[src/rtl/wptr_full_ctrl.sv]
// Write-domain pointer and full-flag controller for a dual-clock FIFO.
// Produces the binary RAM address, the Gray pointer for the read side, and registered fill status.
module wptr_full_ctrl #(
  parameter int ADDR_W    = 4,
  parameter int AF_MARGIN = 2
) (
  input  logic              clk,
  input  logic              rst_n,
  input  logic              wr_en,
  input  logic [ADDR_W:0]   rgray_sync,
  output logic [ADDR_W-1:0] waddr,
  output logic [ADDR_W:0]   wgray,
  output logic              wr_accept,
  output logic              full,
  output logic              almost_full,
  output logic [ADDR_W:0]   wlevel,
  output logic              overflow
);

  localparam int DEPTH = 1 << ADDR_W;
  localparam logic [ADDR_W:0] AF_THRESH = (ADDR_W+1)'(DEPTH - AF_MARGIN);

  logic [ADDR_W:0] wbin;
  logic [ADDR_W:0] wbin_next;
  logic [ADDR_W:0] wgray_next;
  logic [ADDR_W:0] rbin;
  logic [ADDR_W:0] level_next;
  logic [ADDR_W:0] full_pattern;
  logic            full_next;
  logic            af_next;

  assign wr_accept  = wr_en & ~full;
  assign waddr      = wbin[ADDR_W-1:0];
  assign wbin_next  = wbin + {{ADDR_W{1'b0}}, wr_accept};
  assign wgray_next = wbin_next ^ (wbin_next >> 1);

  // Full when the write pointer is one lap ahead: top two Gray bits inverted, rest equal.
  assign full_pattern = {~rgray_sync[ADDR_W:ADDR_W-1], rgray_sync[ADDR_W-2:0]};
  assign full_next    = (wgray_next == full_pattern);

  for (genvar i = 0; i <= ADDR_W; i++) begin : g_rbin
    assign rbin[i] = ^rgray_sync[ADDR_W:i];
  end

  assign level_next = wbin_next - rbin;
  assign af_next    = (level_next >= AF_THRESH);

  always_ff @(posedge clk or negedge rst_n) begin
    if (!rst_n) begin
      wbin        <= '0;
      wgray       <= '0;
      full        <= 1'b0;
      almost_full <= 1'b0;
      wlevel      <= '0;
      overflow    <= 1'b0;
    end else begin
      wbin        <= wbin_next;
      wgray       <= wgray_next;
      full        <= full_next;
      almost_full <= af_next;
      wlevel      <= level_next;
      if (wr_en && full)
        overflow <= 1'b1;
    end
  end

endmodule
[config.mk]
export PLATFORM = sky130hd
export DESIGN_NAME = wptr_full_ctrl
export DESIGN_NICKNAME = d
export VERILOG_FILES = /design/src/rtl/wptr_full_ctrl.sv
export SDC_FILE = /design/constraint.sdc
export NUM_CORES = 1
export LEC_CHECK = 0
export CAP_MARGIN = 20
export CORE_ASPECT_RATIO = 1.2
export CORE_MARGIN = 4
export CORE_UTILIZATION = 35
export CTS_CLUSTER_DIAMETER = 120
export DETAILED_ROUTE_END_ITERATION = 8
export GPL_ROUTABILITY_DRIVEN = 1
export PLACE_DENSITY = 0.69
export SLEW_MARGIN = 0
export SYNTH_ARGS = -nofsm -noshare
export SYNTH_HDL_FRONTEND = slang
export SYNTH_SLANG_ARGS = --single-unit
export TNS_END_PERCENT = 20
[constraint.sdc]
create_clock -name clk -period 2.7 [get_ports clk]
set_input_delay 0.27 -clock clk [delete_from_list [all_inputs] [get_ports clk]]
set_output_delay 0.27 -clock clk [all_outputs]
set_load 0.02 [all_outputs]
---- After elaboration in Yosys (flattened, before gate mapping) ----
Cells that the tools add are included.
Widths: inputs -> output; s select.
cells by class
  add/sub/neg operators ................... 2
  order comparisons ....................... 1
  equality and inequality tests ........... 1
  bitwise logic cells ..................... 4
  reduce and logical (&&, ||, !) cells .... 5
operators with widths
  cell                count
  $add 5x1->5         1
  $eq 5x5->1          1
  $ge 5x4->1 const B  1
  $reduce_xor 5->1    1
  $sub 5x5->5         1
  $xor 5x4->5         1
  $reduce_xor 4->1    1
  $reduce_xor 3->1    1
  $not 2->2           1
  $reduce_xor 2->1    1
  $and 1x1->1         1
  $logic_and 1x1->1   1
  $not 1->1           1
storage, ports and cells
  register bits ........................... 18
  input bits .............................. 8
  output and inout port bits .............. 18

---- Logic depth before layout (Yosys ltp) ----
Gate-level depths: netlist (run 1).
  depth after elaboration ................. 5
  mapped depth ............................ 10
  depth with buffers taken out ............ 9

---- Least setup slack after synthesis (run 1) ----
Ideal clock, no wire load.
  path type ............................... input to register
  from .................................... in rgray_sync[4]
  to ...................................... reg almost_full
  library setup time ...................... 120 ps
  arrival ................................. 2370 ps
  path slack .............................. 210 ps
  cell stages on the path ................. 10
  cells stage by stage .................... buf_2 xnor3_2 xor2_1 xnor2_1 ha_1 fa_1 nand2b_1 o21ai_1 xnor2_1 a31o_1
on the way
  longest elaborated chain between the ends .. 3
  elaborated cells on any way between the ends .. 6
  those cells by class .................... 1 x add/sub; 1 x order compare; 4 x reduce/logical
RTL lines
  what                                      RTL line  RTL
  from (decl)                               10        input logic [ADDR_W:0] rgray_sync,
  $reduce_xor 5->1 (tied with other cells)  42        assign rbin[i] = ^rgray_sync[ADDR_W:i];
  $sub 5x5->5 (*)                           45        assign level_next = wbin_next - rbin;
  named net level_next[4]                   27        logic [ADDR_W:0] level_next;
  $ge 5x4->1 (*)                            46        assign af_next = (level_next >= AF_THRESH);
  named net af_next                         30        logic af_next;
  to (signal assigned)                      60        almost_full <= af_next;
  to (decl)                                 15        output logic almost_full,
The timed path passes the listed nets; every way through them passes the cells marked *.
A chain may end at the register's enable or synchronous reset.

---- Worst setup path in the final report (run 1) ----
Ends and elaborated chain as after synthesis.

==> results.toml, run 1 <==
[clock_tree]
clk_latency_ns = 0.27
cts_inserted_buffers = 3
clkTransAtPathRegs_ns = 0.09
clockBufferDepth = 2
holdBufCountCts = 0
tritoncts = "yes"
cts_max_level = 1
cts-root-buf = "clkbuf_4"
cts.sinks = 17

[grt]
grt_pass1_vias = 598
antenna_found_initial = 0
grt-ovfl-total = 0
grt_max_degree = 18
grt_util_all_layers_pct = 11.2
grt_pass1_wl_um = 2750

[detailed_routing]
ant_nets = 0
wl_um = 1640
dr.first_iter.drc_count = 1
route.detailed.drc = 0
dr.pass1.iters = 2
vias_per_cell = 4.61
wl_per_cell_um = 11.9
vias = 636

[sta]
clock_skew_ns = 0.00690
fin_crit_ns = 2.54
hold_viol_final = 0
relSlewSlack_pct = 51.6
setup_tns_ns = 0
drv_slew = 0
hold_slack_ns = 0.421
fmax_ghz = 0.394
finalCritPeriodShare_pct = 94.0
setup_viol = 0
worstMarginPinSlew_ns = 0.724
rsz0062_at_grt = "no"

[worst_setup_path]
cp-end-kind = "register"
cp_cell_sequence = "clkdlybuf4s50_1 > xnor3_2 > xor2_2 > xnor2_1 > ha_1 > fa_1 > nand2b_1 > o21ai_1 > xnor2_1 > a31o_1"
cp.required_ns = 2.86
max_stage_delay_ns = 0.47
worst-setup-path-type = "in -> reg"
crit_arrival_ns = 2.70
critPathMostFrequentCell = "xnor2_1"
path_max_fanout = 3
crit_family = "XOR/XNOR gates"
crit_buf_inv = 1
slowest_stage = "clkdlybuf4s50_1"
startpoint_type = "input pin"

[placed_design]
hpwl_um = 1420
portBuffers = 25
place.gp.congestion = 0.801

[finish]
drive_gt1_share_pct = 13.1
mostFrequentLayoutCells = "clkdlybuf4s50_1 (25), dfrtp_1 (17), xnor2_1 (12)"
antenna_cells = 0
final_common_cell = "clkdlybuf4s50_1"
finalNetCount = 122
area_growth_pct = 41.3

[synth]
synth_seq_cells = 17
synth_cell_types = 23
avgSynthCellArea_um2 = 12.4
yosys_warnings = 0
yosysSeqAreaShare_pct = 47.5
ys_async_sr_fraction_pct = 100
synth_edf_count = 0
synth_area_um2 = 896
synth_cells = 72
synthesis.nets = 86
synthFlopType = "dfrtp_1"

[die]
core_region_area_mm2 = 0.00238
die_w_um = 54.2
row_count = 19
die_area_mm2 = 0.00344
start_util_pct = 37.7
die_h_um = 63.4
io_pins = 26

[run]
cap_violations = 0

[pwr]
ir_drop_mv = 0.642
p_leak_uw = 0.000552
power.total_uw = 1780
power.density_mw_per_mm2 = 1400

[min_path]
min_path_type = "in -> async"

[outcome]
outcome = "completed"
## flip-flops by register name (all words and copies together) (netlist names)
signal,count
full,1
wgray,4
almost_full,1
overflow,1
wbin,5
wlevel,5
## routing by layer
layer,vias to the layer above,part of all wire (%),global-route usage (%)
li1,309,-,-
met1,307,42,14.5
met2,18,50,17.1
met3,2,6.0,0.708
met4,0,1.6,7.48
met5,-,0,0
## cell families after synthesis
| group | count (synthesis) | share of synthesized area, % |
|---|---|---|
| compound gates | 9 | 6.71 |
| simple gates | 12 | 8.38 |
| buf+inv | 7 | 3.07 |
| xor+xnor | 21 | 25.1 |
| flops | 17 | 47.5 |
| fa+ha+maj | 6 | 9.22 |
## cell usage after synthesis, types with 2 or more instances
library cell | count | area (um2)
a21oi_1 | 2 | 10.0
dfrtp_1 | 17 | 425
ha_1 | 5 | 62.6
inv_1 | 6 | 22.5
nand2b_1 | 2 | 12.5
nand3_1 | 4 | 20.0
nor3b_1 | 2 | 15.0
o21ai_1 | 2 | 10.0
or3_1 | 2 | 12.5
xnor2_1 | 12 | 105
xor2_1 | 6 | 52.6
## timing repair
action	4_1_cts	5_1_grt
endpoints found under the hold margin	0	0
gates resized for setup	0	1
setup buffers	0	0
endpoints found under the setup margin	0	1
## cell type report
class / count / area, um2
Tap cell: 31 / 38.8
Timing Repair Buffer: 32 / 303
Sequential cell: 17 / 425
Fill cell: 206 / 1110
Multi-Input combinational cell: 48 / 450
Inverter: 6 / 22.5
Clock buffer: 4 / 26.3
## worst paths after layout
| path | startpoint | endpoint | slack (ns) | cells past startpoint |
|---|---|---|---|---|
| max | rgray_sync[4] | almost_full$_DFF_PN0_ | 0.16 | 10 |
| min | rst_n | overflow$_DFFE_PN0P_ | 0.42 | 1 |
| max reg2reg | full$_DFF_PN0_ | full$_DFF_PN0_ | 0.47 | 8 |
| min reg2reg | overflow$_DFFE_PN0P_ | overflow$_DFFE_PN0P_ | 0.46 | 1 |
| max in group asynchronous | rst_n | wbin[0]$_DFF_PN0_ | 1.82 | 1 |
| min in group clk | overflow$_DFFE_PN0P_ | overflow$_DFFE_PN0P_ | 0.46 | 1 |
## power by group
part	internal [uW]	total, uW	switching (uW)
registers	399	471	72.3
clock network	57.2	123	66.1
logic	580	1180	604
## through the flow
step / setup slack [ns] / instance area, um2 / utilization [%] / cells
after CTS: 0.104 / 1260 / 52.9 / 138
after global placement: -0.128 / 1230 / 51.8 / 134
after global routing: 0.0711 / 1270 / 53.3 / 138
after floorplan: 0.210 / 896 / - / 72
after detailed placement: -0.190 / 1230 / 51.8 / 134
final: 0.162 / 1270 / 53.3 / 138
Note: power is estimated with default switching activity, not from simulation.
==> run 2, diff against run 1 <==
Settings changed: PLACE_DENSITY 0.69 to 0.6.
==> results.toml, run 2 (synthesis gave the netlist of run 1 again) <==
[outcome]
outcome = "completed"

[detailed_routing]
vias_per_cell = 4.60
vias = 640
dr.pass1.iters = 3
dr.first_iter.drc_count = 16
wl_um = 1650
ant_nets = 0
wl_per_cell_um = 11.9
route.detailed.drc = 0

[worst_setup_path]
critPathMostFrequentCell = "xnor2_1"
startpoint_type = "input pin"
crit_arrival_ns = 2.70
slowest_stage = "clkdlybuf4s50_1"
cp-end-kind = "register"
max_stage_delay_ns = 0.50
crit_buf_inv = 1
path_max_fanout = 2
cp_cell_sequence = "clkdlybuf4s50_1 > xnor3_2 > xor2_1 > xnor2_1 > ha_1 > fa_1 > nand2b_1 > o21ai_1 > xnor2_1 > a31o_1"
crit_family = "XOR/XNOR gates"
cp.required_ns = 2.88
worst-setup-path-type = "in -> reg"

[sta]
finalCritPeriodShare_pct = 93.6
hold_viol_final = 0
relSlewSlack_pct = 51.4
rsz0062_at_grt = "no"
setup_viol = 0
fin_crit_ns = 2.53
worstMarginPinSlew_ns = 0.727
fmax_ghz = 0.396
clock_skew_ns = 0.00201
setup_tns_ns = 0
hold_slack_ns = 0.417
drv_slew = 0

[die]
row_count = 19
die_h_um = 63.4
io_pins = 26
die_area_mm2 = 0.00344
core_region_area_mm2 = 0.00238
start_util_pct = 37.7
die_w_um = 54.2

[clock_tree]
tritoncts = "yes"
holdBufCountCts = 0
cts_inserted_buffers = 3
clockBufferDepth = 2
post_cts_buffers = 0
cts-root-buf = "clkbuf_4"
ctsResizeCount = 0
cts.sinks = 17
clk_latency_ns = 0.28
cts_max_level = 1
clkTransAtPathRegs_ns = 0.09

[pwr]
seqPwrFrac_pct = 26.2
power.total_uw = 1790
switchingPower_uw = 744
share_clk_of_total_power_pct = 7.2
power.density_mw_per_mm2 = 1410
ir_drop_mv = 0.756
intPower_uw = 1040
p_comb_share_pct = 66.6
netSwitchingFraction_pct = 41.6
p_leak_uw = 0.000556

[finish]
top_regs = "wbin: 5 flops, wlevel: 5 flops, wgray: 4 flops"
fin_area_mm2 = 0.00127
area_growth_pct = 41.3
final_common_cell = "clkdlybuf4s50_1"
drive_gt1_share_pct = 13.0
mostFrequentLayoutCells = "clkdlybuf4s50_1 (25), dfrtp_1 (17), xnor2_1 (12)"
fin_cells = 139
finalNetCount = 123
antenna_cells = 0

[grt]
grt_max_degree = 18
grt_util_all_layers_pct = 11.5
grt-ovfl-total = 0
grt_pass1_wl_um = 2810
antenna_found_initial = 0
grt_pass1_vias = 638

[placed_design]
dp.cells = 135
dpl_cell_area_mm2 = 0.00124
hpwl_um = 1360
portBuffers = 25
place.gp.congestion = 0.849

[min_path]
min_path_type = "in -> async"

[run]
cap_violations = 0
-- run 2: final timing paths --
kind                                            from               endpoint  slack [ns]  cells past startpoint
worst max-delay path                   rgray_sync[4]  almost_full$_DFF_PN0_        0.17                     10
worst min-delay path                           rst_n     wgray[1]$_DFF_PN0_        0.42                      1
worst min register to register  overflow$_DFFE_PN0P_   overflow$_DFFE_PN0P_        0.46                      1
min in group clk                overflow$_DFFE_PN0P_   overflow$_DFFE_PN0P_        0.46                      1
worst max register to register     wbin[0]$_DFF_PN0_  almost_full$_DFF_PN0_        0.52                      9
max in group asynchronous                      rst_n      wbin[3]$_DFF_PN0_        1.83                      1
-- run 2: worst register-to-register path, delay by kind of cell, from the launching register on --
family / cells / cell delay, ns
fa+ha+maj: 2 / 0.53
flops: 1 / 0.43
compound gates: 3 / 0.43
xor+xnor: 2 / 0.32
simple gates: 1 / 0.21
buf+inv: 1 / 0.15
-- run 2: power groups by stage --
stage / Sequential (uW) / Combinational [uW] / Clock (uW)
after floorplan: 638 / 578 / 0
after global placement: 475 / 1210 / 0
after detailed placement: 477 / 1210 / 0
after CTS: 471 / 1220 / 137
after global routing: 488 / 1310 / 155
final: 469 / 1190 / 129
-- run 2: metal layers --
layer	track usage [%]	routed length, um	vias to the layer above
met3	1.89	90	4
li1	-	-	313
met1	14.0	719	306
met4	9.35	63	0
met2	16.9	780	17
met5	0	0	-
-- run 2: area by class of cell --
cell class | count | area, um2
fillers | 218 | 1110
multi-input cells | 48 | 443
flip-flops and latches | 17 | 425
repair buffers | 33 | 310
well taps | 31 | 38.8
clock buffers | 4 | 26.3
inverters | 6 | 22.5
-- run 2: metrics by stage --
stage,utilization (%),setup slack (ns)
2_1_floorplan,-,0.210
3_3_place_gp,52.2,-0.121
3_5_place_dp,52.2,-0.140
4_1_cts,53.3,0.152
5_1_grt,53.3,0.00444
6_report,53.3,0.172
